===== config.mk =====
export PLATFORM = sky130hd
export DESIGN_NAME = spi_minion_channel_adapter
export DESIGN_NICKNAME = d
export VERILOG_FILES = /design/src/rtl/spi_minion_channel_adapter.sv
export SDC_FILE = /design/constraint.sdc
export NUM_CORES = 1
export LEC_CHECK = 0
export CAP_MARGIN = 40
export CELL_PAD_IN_SITES_DETAIL_PLACEMENT = 2
export CELL_PAD_IN_SITES_GLOBAL_PLACEMENT = 2
export CORE_UTILIZATION = 37
export DETAILED_ROUTE_END_ITERATION = 12
export GPL_ROUTABILITY_DRIVEN = 0
export PLACE_DENSITY_LB_ADDON = 0.1
export SETUP_SLACK_MARGIN = 0.2
export SYNTH_ARGS = -nofsm -noshare
export SYNTH_HDL_FRONTEND = slang
export SYNTH_SLANG_ARGS = --single-unit

===== constraint.sdc =====
create_clock -name clk -period 1.8 [get_ports clk]
set_clock_uncertainty 0.05 [all_clocks]
set_input_delay 0.18 -clock clk [delete_from_list [all_inputs] [get_ports clk]]
set_output_delay 0.18 -clock clk [all_outputs]
set_load 0.01 [all_outputs]

===== src/rtl/spi_minion_channel_adapter.sv =====
// SPI minion that exchanges fixed-width frames with a host and bridges them to
// per-channel val/rdy queues: push frames feed out-queues, pull frames drain in-queues.
module spi_minion_channel_adapter_fifo #(
    parameter int W     = 8,
    parameter int DEPTH = 2
) (
    input  logic         clk,
    input  logic         reset,
    input  logic         i_enq,
    input  logic [W-1:0] i_enq_data,
    input  logic         i_deq,
    output logic         o_full,
    output logic         o_empty,
    output logic [W-1:0] o_head
);
    localparam int PW = (DEPTH > 1) ? $clog2(DEPTH) : 1;
    localparam int CW = $clog2(DEPTH + 1);

    logic [W-1:0]  r_mem [DEPTH];
    logic [PW-1:0] r_wp;
    logic [PW-1:0] r_rp;
    logic [CW-1:0] r_cnt;
    logic          w_enq;
    logic          w_deq;

    assign o_full  = (r_cnt == CW'(DEPTH));
    assign o_empty = (r_cnt == '0);
    assign o_head  = r_mem[r_rp];
    // Non-bypass: a full queue refuses writes even if it is read this cycle.
    assign w_enq   = i_enq & ~o_full;
    assign w_deq   = i_deq & ~o_empty;

    always_ff @(posedge clk) begin
        if (w_enq) r_mem[r_wp] <= i_enq_data;
    end

    always_ff @(posedge clk or posedge reset) begin
        if (reset) begin
            r_wp  <= '0;
            r_rp  <= '0;
            r_cnt <= '0;
        end else begin
            if (w_enq) r_wp <= (r_wp == PW'(DEPTH - 1)) ? '0 : r_wp + PW'(1);
            if (w_deq) r_rp <= (r_rp == PW'(DEPTH - 1)) ? '0 : r_rp + PW'(1);
            r_cnt <= r_cnt + CW'(w_enq) - CW'(w_deq);
        end
    end
endmodule

module spi_minion_channel_adapter #(
    parameter int nbits        = 10,
    parameter int num_channels = 2,
    parameter int num_entries  = 2,
    localparam int abits = (num_channels > 1) ? $clog2(num_channels) : 1,
    localparam int dbits = nbits - 2 - abits
) (
    input  logic                          clk,
    input  logic                          reset,
    input  logic                          cs,
    input  logic                          sclk,
    input  logic                          mosi,
    output logic                          miso,
    input  logic [num_channels*dbits-1:0] recv_msg,
    input  logic [num_channels-1:0]       recv_val,
    output logic [num_channels-1:0]       recv_rdy,
    output logic [num_channels*dbits-1:0] send_msg,
    output logic [num_channels-1:0]       send_val,
    input  logic [num_channels-1:0]       send_rdy,
    output logic [num_channels-1:0]       overflow
);
    localparam int CNTW = $clog2(nbits + 2);

    typedef enum logic [1:0] {IDLE = 2'd0, LOAD = 2'd1, SHIFT = 2'd2, COMMIT = 2'd3} state_t;

    state_t r_state;
    state_t w_next;

    logic [1:0]       r_cs_sync;
    logic [1:0]       r_sclk_sync;
    logic [1:0]       r_mosi_sync;
    logic [1:0]       r_warm;
    logic             r_cs_prev;
    logic             r_sclk_prev;
    logic             r_armed;
    logic             w_cs_fall;
    logic             w_cs_rise;
    logic             w_sclk_rise;
    logic             w_sclk_fall;
    logic             w_load;
    logic             w_shift;
    logic             w_commit;

    logic [nbits-1:0] r_sr;
    logic [CNTW-1:0]  r_cnt;
    logic             r_miso;
    logic [abits-1:0] r_sel;
    logic             r_rd_pending;
    logic [num_channels-1:0] r_overflow;

    logic             w_wrt;
    logic             w_rd;
    logic [abits-1:0] w_addr;
    logic [dbits-1:0] w_data;
    logic             w_addr_ok;
    logic             w_frame_ok;
    logic             w_pull_val;
    logic             w_pull_spc;
    logic [dbits-1:0] w_pull_data;
    logic [nbits-1:0] w_pull;

    logic [num_channels-1:0]            w_out_full;
    logic [num_channels-1:0]            w_out_empty;
    logic [num_channels-1:0]            w_out_enq;
    logic [num_channels-1:0]            w_in_full;
    logic [num_channels-1:0]            w_in_empty;
    logic [num_channels-1:0]            w_in_deq;
    logic [num_channels-1:0][dbits-1:0] w_in_head;

    // The warm-up shift keeps the reset value of the cs synchroniser from arming
    // the minion; only a genuinely sampled high cs does.
    always_ff @(posedge clk or posedge reset) begin
        if (reset) begin
            r_cs_sync   <= 2'b11;
            r_sclk_sync <= 2'b00;
            r_mosi_sync <= 2'b00;
            r_cs_prev   <= 1'b1;
            r_sclk_prev <= 1'b0;
            r_warm      <= 2'b00;
            r_armed     <= 1'b0;
        end else begin
            r_cs_sync   <= {r_cs_sync[0], cs};
            r_sclk_sync <= {r_sclk_sync[0], sclk};
            r_mosi_sync <= {r_mosi_sync[0], mosi};
            r_cs_prev   <= r_cs_sync[1];
            r_sclk_prev <= r_sclk_sync[1];
            r_warm      <= {r_warm[0], 1'b1};
            if (r_warm[1] && r_cs_sync[1]) r_armed <= 1'b1;
        end
    end

    assign w_cs_fall   =  r_cs_prev   & ~r_cs_sync[1];
    assign w_cs_rise   = ~r_cs_prev   &  r_cs_sync[1];
    assign w_sclk_rise = ~r_sclk_prev &  r_sclk_sync[1];
    assign w_sclk_fall =  r_sclk_prev & ~r_sclk_sync[1];

    always_ff @(posedge clk or posedge reset) begin
        if (reset) r_state <= IDLE;
        else       r_state <= w_next;
    end

    always_comb begin
        w_next = r_state;
        case (r_state)
            IDLE:    if (w_cs_fall && r_armed) w_next = LOAD;
            LOAD:    w_next = SHIFT;
            SHIFT:   if (w_cs_rise) w_next = COMMIT;
            COMMIT:  w_next = IDLE;
            default: w_next = IDLE;
        endcase
    end

    always_comb begin
        w_load   = 1'b0;
        w_shift  = 1'b0;
        w_commit = 1'b0;
        case (r_state)
            LOAD:    w_load   = 1'b1;
            SHIFT:   w_shift  = 1'b1;
            COMMIT:  w_commit = 1'b1;
            default: ;
        endcase
    end

    assign w_wrt      = r_sr[nbits-1];
    assign w_rd       = r_sr[nbits-2];
    assign w_addr     = r_sr[nbits-3 -: abits];
    assign w_data     = r_sr[dbits-1:0];
    assign w_addr_ok  = (32'(w_addr) < num_channels);
    assign w_frame_ok = (r_cnt == CNTW'(nbits));

    assign w_pull_val  = r_rd_pending & ~w_in_empty[r_sel];
    assign w_pull_data = w_pull_val ? w_in_head[r_sel] : '0;
    assign w_pull_spc  = ~w_out_full[r_sel];
    assign w_pull      = {w_pull_val, w_pull_spc, r_sel, w_pull_data};

    // One shift register serves both directions: the pull frame leaves from the
    // MSB while host bits enter at the LSB.
    always_ff @(posedge clk or posedge reset) begin
        if (reset) begin
            r_sr         <= '0;
            r_cnt        <= '0;
            r_miso       <= 1'b0;
            r_sel        <= '0;
            r_rd_pending <= 1'b0;
            r_overflow   <= '0;
        end else begin
            if (w_load) begin
                r_sr         <= w_pull;
                r_cnt        <= '0;
                r_miso       <= w_pull[nbits-1];
                r_rd_pending <= 1'b0;
            end
            if (w_shift) begin
                if (w_sclk_rise) begin
                    r_sr <= {r_sr[nbits-2:0], r_mosi_sync[1]};
                    if (r_cnt != CNTW'(nbits + 1)) r_cnt <= r_cnt + CNTW'(1);
                end
                if (w_sclk_fall) r_miso <= r_sr[nbits-1];
            end
            if (w_commit && w_frame_ok) begin
                if (w_addr_ok) begin
                    r_sel <= w_addr;
                    if (w_wrt && w_out_full[w_addr]) r_overflow[w_addr] <= 1'b1;
                end
                if (w_rd) r_rd_pending <= 1'b1;
            end
        end
    end

    assign miso     = r_miso;
    assign overflow = r_overflow;

    for (genvar c = 0; c < num_channels; c++) begin : g_ch
        assign w_out_enq[c] = w_commit & w_frame_ok & w_wrt & w_addr_ok & (w_addr == abits'(c));
        assign w_in_deq[c]  = w_load & w_pull_val & (r_sel == abits'(c));

        spi_minion_channel_adapter_fifo #(.W(dbits), .DEPTH(num_entries)) u_out (
            .clk        (clk),
            .reset      (reset),
            .i_enq      (w_out_enq[c]),
            .i_enq_data (w_data),
            .i_deq      (send_rdy[c]),
            .o_full     (w_out_full[c]),
            .o_empty    (w_out_empty[c]),
            .o_head     (send_msg[c*dbits +: dbits])
        );

        spi_minion_channel_adapter_fifo #(.W(dbits), .DEPTH(num_entries)) u_in (
            .clk        (clk),
            .reset      (reset),
            .i_enq      (recv_val[c]),
            .i_enq_data (recv_msg[c*dbits +: dbits]),
            .i_deq      (w_in_deq[c]),
            .o_full     (w_in_full[c]),
            .o_empty    (w_in_empty[c]),
            .o_head     (w_in_head[c])
        );

        assign send_val[c] = ~w_out_empty[c];
        assign recv_rdy[c] = ~w_in_full[c];
    end
endmodule


### After elaboration in Yosys (flattened, before gate mapping)

Memories as Yosys holds them, arrays and structs flattened.
Index checks and enable logic that the tools add are counted.

* bits in registers: 48
* memory bits (writable): 56
* output and inout port bits: 21
* word-level logic and storage cells: 156
* memories kept: 4

Memories
* g_ch[0].u_in.r_mem: words 2, bits a word 7, rd ports 1, clocked after Yosys merged registers in 0, write ports 1, RTL line 19 `logic [W-1:0] r_mem [DEPTH];`
* g_ch[0].u_out.r_mem: words 2, bits a word 7, rd ports 1, clocked after Yosys merged registers in 0, write ports 1, RTL line 19
* g_ch[1].u_in.r_mem: words 2, bits a word 7, rd ports 1, clocked after Yosys merged registers in 0, write ports 1, RTL line 19
* g_ch[1].u_out.r_mem: words 2, bits a word 7, rd ports 1, clocked after Yosys merged registers in 0, write ports 1, RTL line 19

* add/sub/neg operators: 17
* $lt $le $gt $ge: 3
* eq/ne operators: 11
* muxes and demuxes: 46
* bitwise logic cells: 37
* reduce and logical (&&, ||, !) cells: 12

Operator list (number)
* $mux 1: 32
* $mux 10: 3
* $mux 7: 3
* $and 1x1->1: 20
* $mux 4: 4
* $not 1->1: 16
* $eq 2x2->1 const B: 6
* $logic_not 2->1: 5
* $add 1x1->1 const B: 8
* $add 2x1->2: 4
* $pmux 2 s4: 1
* $sub 2x1->2: 4
* $logic_and 1x1->1: 5
* $add 4x1->4 const B: 1
* $eq 4x4->1 const B: 1
* $lt 1x2->1 const B: 2
* $mux 2: 2
* $ne 2x2->1 const B: 2
* $ne 4x4->1 const B: 1
* $reduce_and 2->1: 2
* $eq 2x1->1 const B: 1
* $or 2x2->2: 1
* $demux 1 s1: 1
* $ge 1x1->1 const B: 1

### Logic depth before layout (Yosys ltp)

* depth in word-level cells: 9
* gate-level depth with buffers: 10

### Modules after synthesis

From an unflattened synthesis, not the netlist that was laid out.

* cells, all modules: 292
* area, all modules: 4317.9 µm²

Modules (own cells, without submodules)
* spi_minion_channel_adapter_fifo: times used 4, cells an instance 41, area each 708.2 µm²
* spi_minion_channel_adapter: times used 1, cells an instance 128, area each 1485.2 µm²

### Worst setup path after synthesis

Ideal clock, no wire load.

* kind: register to register
* from: register r_cnt[0]
* to: memory g_ch[0].u_out.r_mem[0][0] (netlist name) (enable)
* setup time: 364 ps
* arrival: 1525 ps
* slack: -140 ps
* cell stages (with the launch flop): 7
* buffers on the path: 1
* period minus slack after synthesis: 1940 ps
* cell sequence: dfrtp_1 > inv_1 > ha_1 > and4b_1 > buf_4 > and4b_4 > nor2b_1

* cells in the longest elaborated chain, start to end: 7

Ends and longest elaborated chain
* start, declared: RTL line 94 `logic [CNTW-1:0] r_cnt;`
* start signal, assigned: RTL line 206 `if (r_cnt != CNTW'(nbits + 1)) r_cnt <= r_cnt + CNTW'(1);`
* $eq 4x4->1: RTL line 179 `assign w_frame_ok = (r_cnt == CNTW'(nbits));`
* $and 1x1->1 (3 in a row): RTL line 224 `assign w_out_enq[c] = w_commit & w_frame_ok & w_wrt & w_addr_ok & (w_addr == abits'(c));`
* $and 1x1->1: RTL line 30 `assign w_enq = i_enq & ~o_full;`
* $mux 1: RTL line 34 `if (w_enq) r_mem[r_wp] <= i_enq_data;`
* $mux 1 (implied by the code): RTL line 34
* end, declared: RTL line 19

No other way between the ends.

### Final worst setup path

* from: register r_state[1]
* to: memory g_ch[0].u_out.r_mem[0][3] (netlist name) (enable)

* cells in the longest elaborated chain, start to end: 8

Ends and longest elaborated chain
* start, declared: RTL line 75 `state_t r_state;`
* start signal, assigned: RTL line 148 `else r_state <= w_next;`
* $eq 2x2->1: RTL line 166 `case (r_state)`
* $mux 1: RTL line 166
* $and 1x1->1 (3 in a row): RTL line 224
* $and 1x1->1: RTL line 30
* $mux 1: RTL line 34
* $mux 1 (implied by the code): RTL line 34

No other way between the ends.

==> impl_metrics.py <==
metrics = {
    "floorplanning": {
        "boundary_pin_count": 44,
        "rows": 38,
        "core_area_mm2": 0.0111,
        "die_area_mm2": 0.0120,
        "initial_core_utilization": 0.388,
        "fp.dieW_um": 110,
        "chipHeight_um": 110,
    },
    "placed_design": {
        "dp_worst_setup_slack_ns": -0.0597,
        "port_buffers": 43,
        "detailed_place_hpwl_um": 6290,
        "post_dp_cell_area_mm2": 0.00509,
    },
    "run_status": {
        "outcome": "complete, but fails checks",
        "failed_checks": "negative setup slack",
    },
    "timing": {
        "fin_crit_sh": 1.03,
        "max_freq_mhz": 541,
        "final.setup.tns_ns": -0.322,
        "report.final.hold_viol_count": 0,
        "final_period_minus_worst_setup_slack_ns": 1.85,
        "slew_violations": 0,
        "grt_setup_unrepaired": "true",
        "timing.final.ws_setup_ns": -0.0484,
        "setup_viol": 8,
    },
    "finish": {
        "layout.cells.most_common_list": "56 x sky130_fd_sc_hd__edfxtp_1, 42 x sky130_fd_sc_hd__dfrtp_1, 41 x sky130_fd_sc_hd__buf_6, 28 x sky130_fd_sc_hd__buf_4",
        "layout.cells.most_common": "sky130_fd_sc_hd__edfxtp_1",
        "filler_cell_count": 989,
        "final_layout_size_suffix_gt1_frac": 0.403,
        "fin_area_mm2": 0.00610,
        "antennaDiodeCount": 0,
        "nets": 423,
        "area_growth_syn_to_layout_pct": 42.1,
    },
    "worst_setup_path": {
        "setup_cp_type": "reg2reg",
        "worstPathMaxFanout": 7,
        "worstPathRequired_ns": 1.79,
        "timing.critical_path.from_type": "flop",
        "worst-endpoint-arrival_ns": 1.84,
        "end_kind": "flop",
    },
    "route": {
        "via_count": 2584,
        "average_via_count_per_standard_cell": 4.88,
        "drt.antenna.violating_nets": 0,
        "drt-initial-drc-count": 48,
        "drc_errors": 0,
        "drtPass1Iterations": 4,
        "detail_route.wirelength_um": 10500,
        "average_wire_per_standard_cell_um": 19.9,
    },
    "yosys": {
        "synthCells": 283,
        "synth_fp_nets": 321,
        "synth_compound_area_frac": 0.0545,
        "synth_seq_cells": 104,
        "synth_simple_gate_area_share": 0.0659,
        "post_synth.cell_area_avg_um2": 15.2,
        "yosysWarnings": 0,
        "synth_top_family_by_area": "multiplexers",
        "yosysUniqueCellTypes": 44,
        "post_synth_mux_area_share": 0.100,
        "post_synth_fa_ha_maj_area_fraction": 0.0437,
        "yosys.area_share.xor_xnor": 0.0326,
        "ys_seq_area_frac": 0.672,
        "synth_area_mm2": 0.00429,
    },
    "global_routing": {
        "groute.usage.overall": 0.193,
        "grt_pass1_wl_um": 16300,
        "number_of_global_route_vias_before_repair": 2990,
        "maximum_number_of_pins_on_one_net_before_global_route_repair": 32,
        "antenna_violations_before_repair": 0,
        "globalRouteOverflowTotal": 0,
    },
    "pwr": {
        "power_per_cell_area_mw_per_mm2": 1400,
        "peakVddDrop_uv": 811,
        "leakagePower_nw": 2.55,
    },
    "clock_tree": {
        "cts-root-to-sink-buffers": 2,
        "tritoncts.num_buffers": 9,
        "cts_tree": "yes",
        "clk_latency_ns": 0.36,
        "cts_sinks": 104,
        "h-tree-depth": 3,
        "root_buffer": "sky130_fd_sc_hd__clkbuf_16",
        "clk_pin_slew_worst_paths_ns": 0.07,
    },
    "job": {
        "cap_violations": 0,
    },
    "min_path": {
        "hold_path.class": "in2async",
    },
}
## logic make-up after synthesis
group                    after synthesis
flip-flops                           104
AND/OR/NAND/NOR                       49
multiplexers                          41
buffers and inverters                 29
AO/OA/AOI/OAI                         28
XOR/XNOR                              16
adder cells (fa/ha/maj)               15
other                                  1
## worst max-delay path, cell delays in order, from the launching register on
cell and delay [ns]:
sky130_fd_sc_hd__dfrtp_1 0.44, sky130_fd_sc_hd__ha_2 0.21, sky130_fd_sc_hd__and4b_2 0.26, sky130_fd_sc_hd__and4b_4 0.29, sky130_fd_sc_hd__nor2b_4 0.29
## flip-flops by register name (all words and copies together) (netlist names), 2 cells and up
name and cells:
g_ch.u_in.r_cnt 4, g_ch.u_in.r_mem 28, g_ch.u_in.r_rp 2, g_ch.u_in.r_wp 2
g_ch.u_out.r_cnt 4, g_ch.u_out.r_mem 28, g_ch.u_out.r_rp 2, g_ch.u_out.r_wp 2
overflow 2, r_cnt 4, r_cs_sync 2, r_mosi_sync 2
r_sclk_sync 2, r_sr 10, r_state 2, r_warm 2
## routing by layer
metal	up-vias	wire length, µm	GRT usage
li1	1223	-	-
met1	1303	4240	0.212
met2	44	5840	0.361
met3	14	239	0.0397
met4	0	209	0.0771
met5	-	0	0
## power breakdown
part / total (W) / internal [W] / switching, W
Clock: 0.00239 / 0.00150 / 0.000893
Combinational: 0.00288 / 0.00166 / 0.00122
Sequential: 0.00329 / 0.00295 / 0.000343
## layout make-up
cell class                 count  area (µm²)  share of cell area
clock buffer                   9         225              0.0369
clock inverter                 7         141              0.0232
multi-input combinational    150        1590               0.261
timing repair buffer         102        1010               0.165
sequential                   104        2890               0.474
tap                          140         175              0.0287
inverter                      18        72.6              0.0119
## repair_timing
action,CTS,global route
setup buffers,33,7
hold buffers,0,0
pin swaps,13,13
gates cloned,1,0
gates resized for setup,135,18
endpoints found under the setup margin,70,63
## path summary, 6_finish.rpt
path / start / end / slack [ns] / depth (start not counted)
setup / recovery: r_state[1] / g_ch[0].u_out.r_mem[0][3] / -0.05 / 4
setup reg to reg: r_state[1] / g_ch[0].u_out.r_mem[0][3] / -0.05 / 4
max in group asynchronous: reset / r_sr[3] / 1.08 / 3
hold / removal: reset / r_warm[0] / 0.09 / 2
min in group clk: cs / r_cs_sync[0] / 0.18 / 1
hold reg to reg: r_sclk_sync[0] / r_sclk_sync[1] / 0.30 / 0
## synthesized netlist by cell type (all sizes together)
cell type  count  area, µm²
nand3          1       5.00
clkbuf         4       15.0
xnor2         11       96.3
conb           1       3.75
a21o           2       15.0
nand4b         1       8.76
a2bb2oi        1       8.76
ha            15        188
a41o           1       10.0
a32o           1       10.0
and2           3       18.8
nand2          8       30.0
a211oi         1       20.0
nor2b          2       12.5
o22a           2       17.5
o211ai         1       7.51
o21bai         1       7.51
nand3b         5       37.5
nor2          10       37.5
edfxtp        56       1680
dfrtp         45       1130
or3            1       6.26
buf            7       46.3
a221o          7       70.1
a22oi          2       15.0
nand2b         4       25.0
inv           18       67.6
o21ai          4       20.0
or2            2       12.5
a21oi          3       15.0
mux2          16        180
xor2           5       43.8
and4b          2       23.8
a22o           1       8.76
and3           9       56.3
and3b          1       8.76
mux2i         25        250
dfstp          3       78.8
a31o           1       8.76
## stage by stage
stage	hold WS [ns]	total power (W)	utilization	instances
floorplan	0.134	0.00436	-	283
global placement	0.281	0.00503	0.459	473
detailed placement	0.286	0.00512	0.459	473
CTS	0.114	0.00840	0.540	523
global route	0.121	0.00897	0.551	530
finish	0.0928	0.00857	0.551	530
Note: power is estimated with default switching activity, not from simulation.
